$ cat config.mk
export PLATFORM = sky130hd
export DESIGN_NAME = mul_share_arb
export DESIGN_NICKNAME = d
export VERILOG_FILES = /design/src/rtl/mul_share_pkg.sv /design/src/rtl/mul_share_fifo.sv /design/src/rtl/mul_share_arb.sv
export SDC_FILE = /design/constraint.sdc
export NUM_CORES = 2
export LEC_CHECK = 0
export ABC_AREA = 1
export CAP_MARGIN = 10
export CELL_PAD_IN_SITES_DETAIL_PLACEMENT = 1
export CELL_PAD_IN_SITES_GLOBAL_PLACEMENT = 1
export CORE_MARGIN = 5
export CORE_UTILIZATION = 47
export CTS_CLUSTER_DIAMETER = 40
export CTS_CLUSTER_SIZE = 25
export DETAILED_ROUTE_END_ITERATION = 8
export PLACE_DENSITY = 0.83
export RECOVER_POWER = 100
export SLEW_MARGIN = 40
export SYNTH_ARGS = -nofsm -noshare
export SYNTH_HDL_FRONTEND = slang
export SYNTH_SLANG_ARGS = --single-unit
$ cat constraint.sdc
create_clock -name i_clk -period 6.9 [get_ports i_clk]
set_input_delay 1.38 -clock i_clk [delete_from_list [all_inputs] [get_ports i_clk]]
set_output_delay 1.38 -clock i_clk [all_outputs]
set_load 0.005 [all_outputs]
$ cat src/rtl/mul_share_pkg.sv
// Shared types for mul_share_arb: multiplier pipeline entry, result FIFO entry, id sizing.
// Latency: n/a (types only).
// Backpressure: n/a.
package mul_share_pkg;

    localparam int MSA_NUM_REQ = 4;
    localparam int MSA_WIDTH   = 32;

    function automatic int id_w(input int n);
        return (n > 1) ? $clog2(n) : 1;
    endfunction

    localparam int MSA_ID_W = id_w(MSA_NUM_REQ);

    typedef struct packed {
        logic                   valid;
        logic [MSA_WIDTH-1:0]   a;
        logic [MSA_WIDTH-1:0]   b;
        logic [MSA_ID_W-1:0]    id;
        logic                   sgn;
    } pipe_ent_t;

    typedef struct packed {
        logic [2*MSA_WIDTH-1:0] c;
        logic [MSA_ID_W-1:0]    id;
    } fifo_ent_t;

endpackage

$ cat src/rtl/mul_share_fifo.sv
// Circular-buffer FIFO with first-word-fall-through head and occupancy count.
// Latency: a write is visible at the head one cycle later.
// Backpressure: caller must not push while full unless popping in the same cycle.
module mul_share_fifo #(
    parameter int DEPTH = 4,
    parameter int W     = 8
) (
    input  logic                       i_clk,
    input  logic                       i_rst_n,
    input  logic                       i_wr_vld,
    input  logic [W-1:0]               i_wr_dat,
    output logic                       o_rd_vld,
    input  logic                       i_rd_rdy,
    output logic [W-1:0]               o_rd_dat,
    output logic [$clog2(DEPTH+1)-1:0] o_count
);
    localparam int PW = (DEPTH > 1) ? $clog2(DEPTH) : 1;
    localparam int CW = $clog2(DEPTH + 1);

    logic [W-1:0]  r_mem [DEPTH];
    logic [PW-1:0] r_wr_ptr;
    logic [PW-1:0] r_rd_ptr;
    logic [CW-1:0] r_count;
    logic          w_pop;
    logic          w_full;

    function automatic logic [PW-1:0] ptr_inc(input logic [PW-1:0] p);
        return (p == PW'(DEPTH - 1)) ? '0 : p + PW'(1);
    endfunction

    assign w_full   = (r_count == CW'(DEPTH));
    assign o_rd_vld = (r_count != '0);
    assign w_pop    = o_rd_vld && i_rd_rdy;
    // Head is forced to zero when empty so the response port idles at zero.
    assign o_rd_dat = o_rd_vld ? r_mem[r_rd_ptr] : '0;
    assign o_count  = r_count;

    always_ff @(posedge i_clk) begin
        if (i_wr_vld) begin
            r_mem[r_wr_ptr] <= i_wr_dat;
        end
    end

    always_ff @(posedge i_clk or negedge i_rst_n) begin
        if (!i_rst_n) begin
            r_wr_ptr <= '0;
            r_rd_ptr <= '0;
            r_count  <= '0;
        end else begin
            if (i_wr_vld) r_wr_ptr <= ptr_inc(r_wr_ptr);
            if (w_pop)    r_rd_ptr <= ptr_inc(r_rd_ptr);
            case ({i_wr_vld, w_pop})
                2'b10:   r_count <= r_count + CW'(1);
                2'b01:   r_count <= r_count - CW'(1);
                default: r_count <= r_count;
            endcase
        end
    end

    a_no_overflow: assert property (@(posedge i_clk) disable iff (!i_rst_n)
        !(i_wr_vld && w_full && !w_pop));

endmodule

$ cat src/rtl/mul_share_arb.sv
// Round-robin shared WIDTHxWIDTH multiplier; MUL_SHARE_ARB_SIGNED_EN adds per-request signed mode.
// Latency: accept to rsp_valid is LAT+1 cycles minimum; one accept per cycle sustained.
// Backpressure: issue gated by result-FIFO credits, so a stalled rsp port never drops a product.
module mul_share_arb
    import mul_share_pkg::*;
#(
    parameter int NUM_REQ    = MSA_NUM_REQ,
    parameter int WIDTH      = MSA_WIDTH,
    parameter int LAT        = 3,
    parameter int FIFO_DEPTH = 4
) (
    input  logic                       i_clk,
    input  logic                       i_rst_n,
    input  logic [NUM_REQ-1:0]         i_req_valid,
    output logic [NUM_REQ-1:0]         o_req_ready,
    input  logic [NUM_REQ*WIDTH-1:0]   i_req_a,
    input  logic [NUM_REQ*WIDTH-1:0]   i_req_b,
`ifdef MUL_SHARE_ARB_SIGNED_EN
    input  logic [NUM_REQ-1:0]         i_req_signed,
`endif
    output logic                       o_rsp_valid,
    input  logic                       i_rsp_ready,
    output logic [2*WIDTH-1:0]         o_rsp_c,
    output logic [$clog2(NUM_REQ)-1:0] o_rsp_id
);
    localparam int ID_W = id_w(NUM_REQ);
    localparam int CW   = $clog2(FIFO_DEPTH + 1);

    pipe_ent_t        r_pipe [1:LAT];
    logic [ID_W-1:0]  r_rr_ptr;
    logic             r_live;

    logic             w_grant_vld;
    logic [ID_W-1:0]  w_grant_idx;
    logic             w_credit_ok;
    logic             w_accept;
    logic             w_pop;
    int               w_inflight;
    logic [CW-1:0]    w_fifo_count;
    pipe_ent_t        w_ent;
    pipe_ent_t        w_tail;
    logic [2*WIDTH-1:0] w_a_ext;
    logic [2*WIDTH-1:0] w_b_ext;
    fifo_ent_t        w_wr_ent;
    fifo_ent_t        w_head;

    always_comb begin : arb
        int j;
        j           = 0;
        w_grant_vld = 1'b0;
        w_grant_idx = '0;
        for (int k = 0; k < NUM_REQ; k++) begin
            j = int'(r_rr_ptr) + k;
            if (j >= NUM_REQ) j = j - NUM_REQ;
            if (!w_grant_vld && i_req_valid[j]) begin
                w_grant_vld = 1'b1;
                w_grant_idx = ID_W'(j);
            end
        end
    end

    always_comb begin
        w_inflight = 0;
        for (int s = 1; s <= LAT; s++) begin
            w_inflight = w_inflight + int'(r_pipe[s].valid);
        end
    end

    // A same-cycle pop frees a slot, so a full FIFO being drained still admits one issue.
    assign w_pop       = o_rsp_valid && i_rsp_ready;
    assign w_credit_ok = r_live && ((FIFO_DEPTH + int'(w_pop)) > (w_inflight + int'(w_fifo_count)));
    assign w_accept    = w_credit_ok && w_grant_vld;

    always_comb begin
        o_req_ready = '0;
        if (w_accept) o_req_ready[w_grant_idx] = 1'b1;
    end

    always_comb begin
        w_ent       = '0;
        w_ent.valid = w_accept;
        w_ent.a     = i_req_a[int'(w_grant_idx)*WIDTH +: WIDTH];
        w_ent.b     = i_req_b[int'(w_grant_idx)*WIDTH +: WIDTH];
        w_ent.id    = w_grant_idx;
`ifdef MUL_SHARE_ARB_SIGNED_EN
        w_ent.sgn   = i_req_signed[w_grant_idx];
`else
        w_ent.sgn   = 1'b0;
`endif
    end

    always_ff @(posedge i_clk or negedge i_rst_n) begin
        if (!i_rst_n) begin
            r_live   <= 1'b0;
            r_rr_ptr <= '0;
            for (int s = 1; s <= LAT; s++) r_pipe[s] <= '0;
        end else begin
            r_live    <= 1'b1;
            r_pipe[1] <= w_ent;
            for (int s = 2; s <= LAT; s++) r_pipe[s] <= r_pipe[s-1];
            if (w_accept) begin
                r_rr_ptr <= (w_grant_idx == ID_W'(NUM_REQ - 1)) ? '0 : w_grant_idx + ID_W'(1);
            end
        end
    end

    // Operands travel the pipe; the multiply sits at the tail and retiming spreads it over the stages.
    // Sign extension to 2*WIDTH makes one truncated product serve signed and unsigned modes.
    assign w_tail      = r_pipe[LAT];
    assign w_a_ext     = {{WIDTH{w_tail.sgn & w_tail.a[WIDTH-1]}}, w_tail.a};
    assign w_b_ext     = {{WIDTH{w_tail.sgn & w_tail.b[WIDTH-1]}}, w_tail.b};
    assign w_wr_ent.c  = w_a_ext * w_b_ext;
    assign w_wr_ent.id = w_tail.id;

    mul_share_fifo #(
        .DEPTH (FIFO_DEPTH),
        .W     ($bits(fifo_ent_t))
    ) u_fifo (
        .i_clk    (i_clk),
        .i_rst_n  (i_rst_n),
        .i_wr_vld (w_tail.valid),
        .i_wr_dat (w_wr_ent),
        .o_rd_vld (o_rsp_valid),
        .i_rd_rdy (i_rsp_ready),
        .o_rd_dat (w_head),
        .o_count  (w_fifo_count)
    );

    assign o_rsp_c  = w_head.c;
    assign o_rsp_id = w_head.id;

endmodule

==> run_results.csv <==
group,metric,value,unit
run_status,outcome,"finished, violations left",
run_status,violations,"max-capacitance violations, max-slew violations, negative setup slack",
timing,finalSetupViolCount,128,
clock_tree,cts_buffers,61,
job,max-cap-violations,10,
worst_setup_path,critPathMaxStageDelay,0.59,ns
global_route,grt.overflow.total,0,
floorplan,num_rows,126,
detailed_routing,drc,0,
cells_and_area,multi_input_area,34700,µm²
placed_design,port_buffers,333,
cells_and_area,final_layout_size_suffix_gt1_frac,0.105,
detailed_routing,vias,47900,
logic_synthesis,seq_area_frac_synth,0.238,
global_route,grt_pass1_wl,307000,µm
clock_tree,clock_sinks,475,
placed_design,hpwl,153000,µm
hold_path,hp-class,"flip-flop to flip-flop",
floorplan,ios,334,
logic_synthesis,yosys.area.top_type,"fa_1",
logic_synthesis,synthesis.area,55500,µm²
worst_setup_path,cp_data_required_time,7.29,ns
floorplan,die_area,125000,µm²
timing,slew_violations,586,
timing,setup_slack,-0.238,ns
timing,fin_crit,7.14,ns
clock_tree,cts_tree,"yes",
floorplan,coreArea,118000,µm²
detailed_routing,drtIter0Drc,3802,
global_route,grt_max_degree,110,
worst_setup_path,path_max_fanout,5,
detailed_routing,wirelength,207000,µm
timing,hold_violations,0,
clock_tree,postCtsHoldBufs,0,
timing,tightest_slew,4.33,ns
detailed_routing,wire_per_inst,23.4,µm
worst_setup_path,crit_family,"adder cells",
cells_and_area,syn_to_final_growth,19.6,%
worst_setup_path,crit_path_top_delay_cell,"fa_2",
detailed_routing,vias_per_cell,5.41,
clock_tree,clock-root-buffer,"clkbuf_16",
logic_synthesis,yosys_warnings,0,
floorplan,start_util,0.472,
logic_synthesis,synth_seq_cells,475,
clock_tree,cts.path.max_buffers,3,
cells_and_area,regArea,13200,µm²
logic_synthesis,avgSynthCellArea,8.12,µm²
logic_synthesis,synthTopCellsByArea,"fa_1 32%, edfxtp_1 14%, inv_1 14%",
global_route,grt_pass1_vias,54500,
worst_setup_path,worst_setup_path_start_kind,"flip-flop",
cells_and_area,n_fill_cell,13900,
timing,finClkSkew,0.0344,ns
floorplan,die_h,354,µm
floorplan,fp.dieW,354,µm
global_route,grt_usage,0.315,
detailed_routing,drtAntennaViolNets,0,
timing,max_freq,140,MHz
logic_synthesis,yosysUniqueCellTypes,30,
logic_synthesis,synth_top_area_share,0.324,
logic_synthesis,synth_cells,6839,
worst_setup_path,critPathKind,"flip-flop to flip-flop",
global_route,antenna_found_initial,4,
placed_design,dp.cells,8679,
detailed_routing,dr.pass1.iters,6,
logic_synthesis,syn_nets,8277,
timing,period_share,1.03,
timing,slew-limit-headroom,-1.89,
cells_and_area,finalNonFillerCells,8842,
cells_and_area,num-nets-final,8690,
timing,fin_setup_tns,-14.11,ns
clock_tree,path_clk_slew,0.07,ns
worst_setup_path,cp-end-kind,"flip-flop",
worst_setup_path,crit_chain,"buf_12 -> nand2_1 -> inv_1 -> fa_1 -> fa_1 -> inv_1 -> fa_1 -> fa_1 -> inv_1 -> fa_2 -> fa_2 -> fa_1 -> inv_1 -> fa_1 -> inv_1 -> ha_4 -> nand2_4 -> nor2_4 -> nand2_2 -> nor2_4 -> nand4_1 -> nand4_1 -> nand2_2",
placed_design,place_congestion,0.930,
clock_tree,clk_latency,0.66,ns
worst_setup_path,cp.buffers_inverters,6,
timing,rsz0062_at_grt,"yes",
clock_tree,cts_max_level,2,
worst_setup_path,critPathArrivalTime,7.53,ns
timing,hold_ws,0.337,ns
worst_setup_path,cp_common_cell,"fa_1",
==> per-stage QoR <==
step	util	instance area, µm²	setup WS [ns]
after floorplan	-	55500	0.481
after global placement	0.529	62300	-0.138
after detailed placement	0.530	62300	-0.437
after CTS	0.554	65200	-0.0698
after global routing	0.565	66400	-0.374
final	0.565	66400	-0.238
==> registers in the layout, indices dropped and copies added, names as in the netlist <==
| signal | cells |
|---|---|
| u_fifo.o_count | 3 |
| u_fifo.r_mem | 264 |
| u_fifo.r_wr_ptr | 2 |
| r_pipe | 201 |
| r_live | 1 |
| u_fifo.r_rd_ptr | 2 |
| r_rr_ptr | 2 |
==> final timing paths <==
path / start / end / slack [ns] / cells after the start
hold / removal: r_pipe[104]$_DFF_PN0_ / r_pipe[36]$_DFF_PN0_ / 0.34 / 0
setup / recovery: r_pipe[59]$_DFF_PN0_ / u_fifo.r_mem[1][41]$_DFFE_PP_ / -0.24 / 23
min in group asynchronous: i_rst_n / r_pipe[27]$_DFF_PN0_ / 1.45 / 1
setup reg to reg: r_pipe[59]$_DFF_PN0_ / u_fifo.r_mem[1][41]$_DFFE_PP_ / -0.24 / 23
max in group asynchronous: i_rst_n / r_pipe[63]$_DFF_PN0_ / 1.04 / 3
hold reg to reg: r_pipe[104]$_DFF_PN0_ / r_pipe[36]$_DFF_PN0_ / 0.34 / 0
==> cells by family after synthesis <==
family	Yosys count	share of synthesized area
xor gates and xnor gates	36	0.00568
AOI/OAI and AO/OA	287	0.0265
DFF	475	0.238
and+or+nand+nor	2544	0.184
adders and majority gates	1175	0.386
buffers and inverters	2321	0.159
other	1	0.0000676
==> cells in the mapped netlist (all sizes together) <==
library cell / number
a21o: 5
a21oi: 119
and2: 1
and3: 4
buf: 82
clkbuf: 232
conb: 1
dfrtp: 211
edfxtp: 264
fa: 899
ha: 276
inv: 2007
nand2: 1820
nand3: 189
nand4: 140
nor2: 365
nor3: 17
nor4: 7
o21ai: 155
o21bai: 8
or2: 1
xnor2: 4
xor2: 32
==> area by class of cell <==
type / count / area share
tap: 1536 / 0.0289
inverter: 2007 / 0.114
antenna: 2 / 0.0000754
clock buffer: 65 / 0.0235
clock inverter: 50 / 0.0105
sequential: 475 / 0.199
multi-input combinational: 4043 / 0.523
timing repair buffer: 664 / 0.101
==> routing by layer <==
layer	vias up	wire, µm	track usage
met1	24100	74800	0.380
li1	20500	-	-
met4	4	12100	0.122
met2	2471	102000	0.556
met3	826	18000	0.0647
met5	-	25	0
==> cells in the final DEF, fill, tap and decap left out, drive strengths merged <==
cell	n
inv	2022
xor2	32
nand3	189
and2	1
clkinv	24
and3	4
fa	899
nor3	17
dlygate4sd3	62
nand4	140
xnor2	4
clkdlybuf4s50	270
o21ai	155
nor2	365
nor4	7
nand2	1820
a21oi	119
a21o	5
or2	1
bufinv	8
clkinvlp	3
diode	2
dfrtp	211
clkbuf	86
conb	1
buf	311
edfxtp	264
o21bai	8
ha	276
==> repair_timing <==
action                     CTS  global route
hold endpoints to repair     0             0
pin swaps                   24            99
gates cloned                 2             5
setup endpoints to repair  176           184
gates resized for setup    132           282
buffers inserted             8            30
Power is not shown: default switching activity piles up to over one toggle a cycle in this logic, so the estimate is an artifact.
